===== config.mk =====
export PLATFORM = sky130hd
export DESIGN_NAME = mul8_seq_ctrl
export DESIGN_NICKNAME = d
export VERILOG_FILES = /design/src/rtl/mul8_seq_ctrl.sv
export SDC_FILE = /design/constraint.sdc
export NUM_CORES = 1
export LEC_CHECK = 0
export BUFFER_PORTS_ARGS = -buffer_cell sky130_fd_sc_hd__buf_2
export CELL_PAD_IN_SITES_DETAIL_PLACEMENT = 1
export CELL_PAD_IN_SITES_GLOBAL_PLACEMENT = 2
export CORE_ASPECT_RATIO = 0.6
export CORE_MARGIN = 4
export CORE_UTILIZATION = 31
export DETAILED_ROUTE_END_ITERATION = 12
export PLACE_DENSITY = 0.9
export SLEW_MARGIN = 20
export SYNTH_ARGS = -nofsm -noshare
export SYNTH_HDL_FRONTEND = slang
export SYNTH_SLANG_ARGS = --single-unit

===== constraint.sdc =====
create_clock -name clk -period 4.3 [get_ports clk]
set_input_delay 0.43 -clock clk [delete_from_list [all_inputs] [get_ports clk]]
set_output_delay 0.43 -clock clk [all_outputs]
set_load 0.005 [all_outputs]

===== src/rtl/mul8_seq_ctrl.sv =====
// Sequencing controller: time-shares one external 4x4 multiplier between two
// requesters, building each 8x8 product from four shifted nibble products.
module mul8_seq_ctrl #(
  parameter int WAIT_CYCLES = 0
) (
  input  logic        clk,
  input  logic        rst,
  input  logic        req0_valid,
  input  logic [7:0]  req0_a,
  input  logic [7:0]  req0_b,
  output logic        req0_ready,
  input  logic        req1_valid,
  input  logic [7:0]  req1_a,
  input  logic [7:0]  req1_b,
  output logic        req1_ready,
  output logic [3:0]  mul_a,
  output logic [3:0]  mul_b,
  input  logic [7:0]  mul_p,
  output logic        res_valid,
  input  logic        res_ready,
  output logic [15:0] res_p,
  output logic        res_id,
  output logic        busy
);

  localparam logic [1:0] ST_IDLE = 2'd0;
  localparam logic [1:0] ST_PASS = 2'd1;
  localparam logic [1:0] ST_DONE = 2'd2;
  localparam logic [2:0] WAIT_LAST = 3'(WAIT_CYCLES);

  logic [1:0]  state_q, state_d;
  logic [7:0]  a_q, a_d;
  logic [7:0]  b_q, b_d;
  logic        id_q, id_d;
  logic [15:0] acc_q, acc_d;
  logic [1:0]  pass_q, pass_d;
  logic [2:0]  wcnt_q, wcnt_d;
  logic        last_id_q, last_id_d;
  logic        busy_q, busy_d;

  logic        idle;
  logic        grant_any;
  logic        grant_id;
  logic        pass_end;
  logic [15:0] pp_shifted;

  // Round-robin only matters on a tie; a lone requester always wins.
  always_comb begin
    idle      = (state_q == ST_IDLE);
    grant_any = req0_valid | req1_valid;
    if (req0_valid && req1_valid) begin
      grant_id = ~last_id_q;
    end else begin
      grant_id = req1_valid;
    end
    req0_ready = idle & grant_any & ~grant_id;
    req1_ready = idle & grant_any & grant_id;
  end

  // Pass index bit 0 selects the multiplicand nibble, bit 1 the multiplier nibble.
  always_comb begin
    mul_a = 4'h0;
    mul_b = 4'h0;
    if (state_q == ST_PASS) begin
      mul_a = pass_q[0] ? a_q[7:4] : a_q[3:0];
      mul_b = pass_q[1] ? b_q[7:4] : b_q[3:0];
    end
  end

  always_comb begin
    case (pass_q)
      2'd0:    pp_shifted = {8'h00, mul_p};
      2'd3:    pp_shifted = {mul_p, 8'h00};
      default: pp_shifted = {4'h0, mul_p, 4'h0};
    endcase
  end

  assign pass_end = (wcnt_q == WAIT_LAST);

  always_comb begin
    state_d   = state_q;
    a_d       = a_q;
    b_d       = b_q;
    id_d      = id_q;
    acc_d     = acc_q;
    pass_d    = pass_q;
    wcnt_d    = wcnt_q;
    last_id_d = last_id_q;
    case (state_q)
      ST_IDLE: begin
        if (grant_any) begin
          a_d     = grant_id ? req1_a : req0_a;
          b_d     = grant_id ? req1_b : req0_b;
          id_d    = grant_id;
          acc_d   = 16'h0000;
          pass_d  = 2'd0;
          wcnt_d  = 3'd0;
          state_d = ST_PASS;
        end
      end
      ST_PASS: begin
        if (pass_end) begin
          acc_d  = acc_q + pp_shifted;
          wcnt_d = 3'd0;
          pass_d = pass_q + 2'd1;
          if (pass_q == 2'd3) begin
            state_d = ST_DONE;
          end
        end else begin
          wcnt_d = wcnt_q + 3'd1;
        end
      end
      ST_DONE: begin
        if (res_ready) begin
          last_id_d = id_q;
          state_d   = ST_IDLE;
        end
      end
      default: state_d = ST_IDLE;
    endcase
    busy_d = (state_d != ST_IDLE);
  end

  always_ff @(posedge clk or posedge rst) begin
    if (rst) begin
      state_q   <= ST_IDLE;
      a_q       <= 8'h00;
      b_q       <= 8'h00;
      id_q      <= 1'b0;
      acc_q     <= 16'h0000;
      pass_q    <= 2'd0;
      wcnt_q    <= 3'd0;
      last_id_q <= 1'b1;
      busy_q    <= 1'b0;
    end else begin
      state_q   <= state_d;
      a_q       <= a_d;
      b_q       <= b_d;
      id_q      <= id_d;
      acc_q     <= acc_d;
      pass_q    <= pass_d;
      wcnt_q    <= wcnt_d;
      last_id_q <= last_id_d;
      busy_q    <= busy_d;
    end
  end

  // Result outputs are zero outside DONE so a stale accumulator never leaks out.
  assign res_valid = (state_q == ST_DONE);
  assign res_p     = res_valid ? acc_q : 16'h0000;
  assign res_id    = res_valid ? id_q : 1'b0;
  assign busy      = busy_q;

endmodule


---- After elaboration in Yosys (flattened, before gate mapping) ----
Index checks and enable logic that the tools add are counted.
operators by class
  reduce and logical (&&, ||, !) cells .... 10
  add/subtract/negate cells ............... 3
  muxes and demuxes ....................... 24
  bitwise gates (word level) .............. 6
  equal/unequal tests ..................... 5
operators with widths
  operator                                              number
  case mux 16 bit (2 select lines)                      2
  two-way mux 16 bit                                    3
  adder 16 bit                                          1
  two-way mux 4 bit                                     4
  two-way mux 8 bit                                     2
  two-way mux 2 bit                                     6
  two-way mux 3 bit                                     2
  case mux 2 bit (3 select lines)                       1
  case mux 3 bit (2 select lines)                       1
  AND reduction 2 bit                                   3
  equality test 2 bit (second input constant)           2
  zero test 2 bit                                       2
  case mux 2 bit (2 select lines)                       1
  nonzero test 2 bit                                    2
  adder 3 x 1 -> 3 bit (second input constant)          1
  AND 1 bit                                             3
  zero test 3 bit                                       1
  AND reduction 3 bit                                   1
  adder 2 x 1 -> 2 bit (second input constant)          1
  equality test 2 x 1 -> 1 bit (second input constant)  1
  two-way mux 1 bit                                     2
  != test 2 x 1 -> 1 bit (second input constant)        1
  != test 2 bit (second input constant)                 1
  NOT 1 bit                                             2
  2 further kinds                                       2
storage, ports and cells
  output and inout port bits .............. 29
  bits of input ports ..................... 45
  bits in registers ....................... 42
  logic and storage cells ................. 57

---- Depth between registers and ports, before layout ----
  word-level depth ........................ 5
  gate-level depth with buffers ........... 15
  depth with buffers taken out ............ 14

---- Worst setup path after synthesis ----
OpenSTA, ideal clock, no wires.
  path type ............................... reg2reg
  start ................................... reg pass_q[0]
  end ..................................... reg acc_q[12]
  cell stages (with the launch flop) ...... 16
  setup time .............................. 0.131 ns
  arrival time ............................ 3.018 ns
  path slack .............................. 1.151 ns
  buffers on the path ..................... 1
  path through ............................ dfrtp_1 > clkbuf_1 > inv_1 > ha_1 > nor2b_1 > and2_1 > ha_1 > inv_1 > fa_1 > nor2b_4 > o21ai_2 > a21oi_2 > nor2_4 > nor3_2 > nor3_1 > or3_1
on the way
  longest elaborated chain between the ends .. 5
  elaborated cells on any way between the ends .. 6
ends and longest elaborated chain
  item                                                    RTL line  RTL
  from (decl)                                             36        logic [1:0] pass_q, pass_d;
  from (signal assigned)                                  141       pass_q <= pass_d;
  equality test 2 bit or zero test 2 bit (tied branches)  71        case (pass_q)
  case mux 16 bit (2 select lines) (*)                    71
  adder 16 bit (*)                                        103       acc_d = acc_q + pp_shifted;
  two-way mux 16 bit (*)                                  102       if (pass_end) begin
  case mux 16 bit (2 select lines) (*)                    89        case (state_q)
  to (signal assigned)                                    130       acc_q <= 16'h0000;
  to (signal assigned)                                    140       acc_q <= acc_d;
  to (decl)                                               35        logic [15:0] acc_q, acc_d;
Mark *: on every way between the ends. The rest lies on a longest branch, timed or not. The select of a mux whose other input is x is not followed.
A chain may end at the register's enable or synchronous reset.

---- Worst setup path in the final report ----
  start ................................... reg pass_q[1]
  end ..................................... reg acc_q[12]
The elaborated chain is that of the path after synthesis.

==> summary by stage <==
Floorplanning
The floorplan die width is 134 um. The floorplan die area is 11,200 um2. Row generation in the floorplan step produced 27 rows. The die is 83.5 um tall. The effective utilization at floorplan is 0.319. The region available for standard cell placement spans 9220 um2. 74 I/O pins were placed.

Placement
The cell count after placement is between 500 and 600. Buffers placed on the I/O ports in this run total 73. OpenSTA, run right after detailed placement, puts the worst setup slack at approximately 0.8 ns. Once placement finished, the instance area stood at 3430 um2. The congestion estimate from routability-driven global placement came to 0.841. The detailed placement HPWL is 6.89 mm.

STA
The number of hold-slack violations in the final timing report came to 0. Setup repair after global routing left no endpoint under its margin. The post-route clock period utilization is 0.828. After layout, the minimum clock period comes to 3.56 ns. The max-slew violation count is 0. The maximum clock frequency is 281 MHz. Setup slack on the critical path of the routed design comes to 0.741 ns.

The worst hold slack is 0.271 ns. For the final routed database, the setup TNS stands at 0 ns. The transition time at the pin with the least slew margin is 0.720 ns. The clock skew after layout is ~0.0039 ns. In this run the tightest slew margin relative to its limit is 0.517.

Setup violations remaining at the end of the flow were counted as 0.

Route
After detailed routing, the number of vias per cell comes to 4.90. Before antenna repair, the detailed router went through 4 iterations. The first-iteration detailed-routing DRC count is 83. The routed layout has 2,653 vias. The average routed wire per standard cell is 16.4 um.

In the routed design, unresolved DRC markers number 0. The detail route stage leaves a number of antenna-violating nets equal to 0. The final layout contains routed wiring with a total length of ~8.9 mm.

Layout
For this run, the number of standard cells in the final layout without fillers is 541. The layout overhead on the synthesized area is 22.4%. The antenna cell count is 0. After the last flow step, the layout net total stands at 477.

The share of final-layout standard cells stronger than drive strength 1 is 0.243. At the end of the flow the core is filled with cells to 0.390. The final non-filler cell area is 3600 um2.

Worst setup path
Counting both buffers and inverters, the worst setup path holds a total of 2. The startpoint type of the worst setup path is a flop. In this run the worst path has a maximum fanout of 16.

Walking the worst path, the cells encountered are inv_1, ha_1, nor2b_1, and2_1, ha_1, inv_1, fa_1, nor2b_4, o21ai_2, a21oi_2, nor2_4, nor3_2, nor3_1, or3_1. The kind of cell adding the most delay to the critical path is simple AND/OR/NAND/NOR gates. For the worst setup path, the data arrival time is 3.73 ns. For this run, the slowest stage of the critical path takes 0.56 ns. The worst setup path is of the flop to flop kind. At the worst endpoint, the required time is roughly 4.5 ns. For this design, the slowest cell found on the critical path is sky130_fd_sc_hd__dfrtp_1.

The kind of capture point of the worst setup path is a flop.

Synth
The fraction of synthesized cell area taken by the top area cell type is 0.349. Counting flops and latches in the post-synthesis netlist gives 42. The commonest cells after synthesis are 60 x sky130_fd_sc_hd__nand2_1, 44 x sky130_fd_sc_hd__o21ai_0, 41 x sky130_fd_sc_hd__dfrtp_1, 24 x sky130_fd_sc_hd__mux2i_1, 22 x sky130_fd_sc_hd__and2_1. The number of nets handed over by synthesis was 409. By area the synthesized netlist is led by sky130_fd_sc_hd__dfrtp_1 35%, sky130_fd_sc_hd__ha_1 8.9%, sky130_fd_sc_hd__mux2i_1 8.2%, sky130_fd_sc_hd__nand2_1 7.7%, sky130_fd_sc_hd__o21ai_0 7.5%.

The warning count from the yosys run is 0. The netlist uses 48 different library cells. sky130_fd_sc_hd__dfrtp_1 takes more of the synthesized area than any other cell. Of the synthesized area, sequential elements account for 0.358. The synthesized netlist cell count is 342.

The mean post-synth cell area is 8.60 um2. The commonest register cell after synthesis is sky130_fd_sc_hd__dfrtp_1. Yosys instantiated no cell more often than sky130_fd_sc_hd__nand2_1. The proportion of synthesized flip-flops having asynchronous set or reset is 1.00. Yosys mapped a number of flops with a built-in enable equal to 0. The post-synthesis instance area is 2940 um2.

CTS
The clock reaches the later pin of the worst-skew pair after 0.29 ns. The number of hold buffers added after cts is 0. After clock tree synthesis, the clock-pin slew on the worst setup and hold paths is roughly 0.060 ns. The count of H-tree levels built during CTS is 2. The clock root buffer is sky130_fd_sc_hd__clkbuf_16.

Buffers added to address setup during post-CTS repair amount to 0. The post-cts resize count is 0. Clock tree synthesis found a total of 42 sinks. The clock buffer count from CTS is 5.

The longest clock path from root to sink contains 2 buffers. TritonCTS built the clock tree.

Min path
The path class of the tightest hold or removal check is primary input to async pin.

Global routing
The via count of the first global-routing pass is 2,798. The maximum number of pins on one net before global-route repair is 43. The first global-routing pass estimated 14.7 mm of wire. The combined global-route utilization of all metal layers is 0.164. The total overflow left after global routing is 0.

The initial antenna violation count is 0.

Power
The analysis attributes to cell leakage a power of 1.83 nW. IR analysis of the VDD net gives a maximum drop of 0.221 mV. Summing internal, switching and leakage power gives 2.72 mW. The power density over the cells is approximately 750 nW/um2.

Run status
The flow ran to the end, and the final reports show no timing, DRC or antenna violations.

Run
Max-cap violations in this run came to 0.
==> placed cells by master (no fill, tap or decap), types with 3 or more instances in the layout <==
| master | synthesis | final |
|---|---|---|
| sky130_fd_sc_hd__and2_1 | 22 | 22 |
| sky130_fd_sc_hd__o21ai_0 | 44 | 44 |
| sky130_fd_sc_hd__a21o_1 | 6 | 6 |
| sky130_fd_sc_hd__buf_2 | 2 | 73 |
| sky130_fd_sc_hd__nand2_1 | 60 | 60 |
| sky130_fd_sc_hd__nand2b_1 | 3 | 3 |
| sky130_fd_sc_hd__xor2_1 | 6 | 6 |
| sky130_fd_sc_hd__xnor2_1 | 7 | 7 |
| sky130_fd_sc_hd__a21oi_1 | 13 | 13 |
| sky130_fd_sc_hd__buf_4 | 1 | 3 |
| sky130_fd_sc_hd__inv_1 | 13 | 13 |
| sky130_fd_sc_hd__a22o_1 | 6 | 6 |
| sky130_fd_sc_hd__dfrtp_1 | 41 | 41 |
| sky130_fd_sc_hd__clkbuf_16 | 0 | 5 |
| sky130_fd_sc_hd__o21ai_2 | 2 | 3 |
| sky130_fd_sc_hd__nor2b_1 | 4 | 4 |
| sky130_fd_sc_hd__and3_1 | 3 | 3 |
| sky130_fd_sc_hd__ha_1 | 21 | 21 |
| sky130_fd_sc_hd__mux2i_1 | 24 | 24 |
| sky130_fd_sc_hd__nor2_1 | 17 | 17 |
==> routing by layer <==
metal / vias up / global-route usage / wire length (um) / part of all wire
li1: 1308 / - / - / -
met1: 1288 / 0.235 / 4520 / 0.51
met2: 50 / 0.251 / 3930 / 0.44
met3: 7 / 0.0319 / 323 / 0.036
met4: 0 / 0.0476 / 100 / 0.011
met5: - / 0 / 0 / 0
==> worst paths after layout <==
check / startpoint / endpoint / slack (ns) / cells after the start
worst min register to register: b_q[7]$_DFFE_PP0P_ / b_q[7]$_DFFE_PP0P_ / 0.49 / 2
min in group clk: res_ready / busy$_DFF_PP0_ / 0.40 / 2
worst max register to register: pass_q[1]$_DFFE_PP0P_ / acc_q[12]$_DFFE_PP0P_ / 0.74 / 14
worst max-delay path: pass_q[1]$_DFFE_PP0P_ / acc_q[12]$_DFFE_PP0P_ / 0.74 / 14
worst min-delay path: rst / acc_q[2]$_DFFE_PP0P_ / 0.27 / 3
max in group asynchronous: rst / state_q[0]$_DFF_PP0_ / 3.64 / 3
==> where the power goes <==
| part | internal (mW) | total (mW) | switching [mW] | leakage, nW |
|---|---|---|---|---|
| combinational | 0.622 | 1.55 | 0.933 | 1.22 |
| sequential | 0.579 | 0.721 | 0.142 | 0.525 |
| clock | 0.274 | 0.442 | 0.167 | 0.0771 |
==> state kept, by name, summed over array words and instances (netlist names) <==
name,cells
a_q,8
pass_q,2
state_q,2
busy,1
id_q,1
acc_q,16
last_id_q,1
b_q,8
wcnt_q,3
==> layout make-up <==
type / count / area [um2]
fillers: 1113 / 5620
clock inverters: 2 / 37.5
inverters: 14 / 52.6
well taps: 130 / 163
clock buffers: 6 / 129
multi-input cells: 271 / 1780
flip-flops and latches: 42 / 1050
repair buffers: 76 / 388
==> worst min-delay path: cells and delay by family <==
kind	cells	cell delay, ns
buffers and inverters	3	0.59
==> cell families (layout without fill, tap and decap cells) <==
kind of cell	Yosys count	in the layout	share of synthesized area
buffers and inverters	29	98	0.0400
adders and majority gates	22	22	0.0961
DFF	42	42	0.358
AOI/OAI and AO/OA	87	87	0.177
muxes	26	26	0.0893
and+or+nand+nor	123	123	0.202
xor gates and xnor gates	13	13	0.0387
Power figures use the tool's default switching activity.
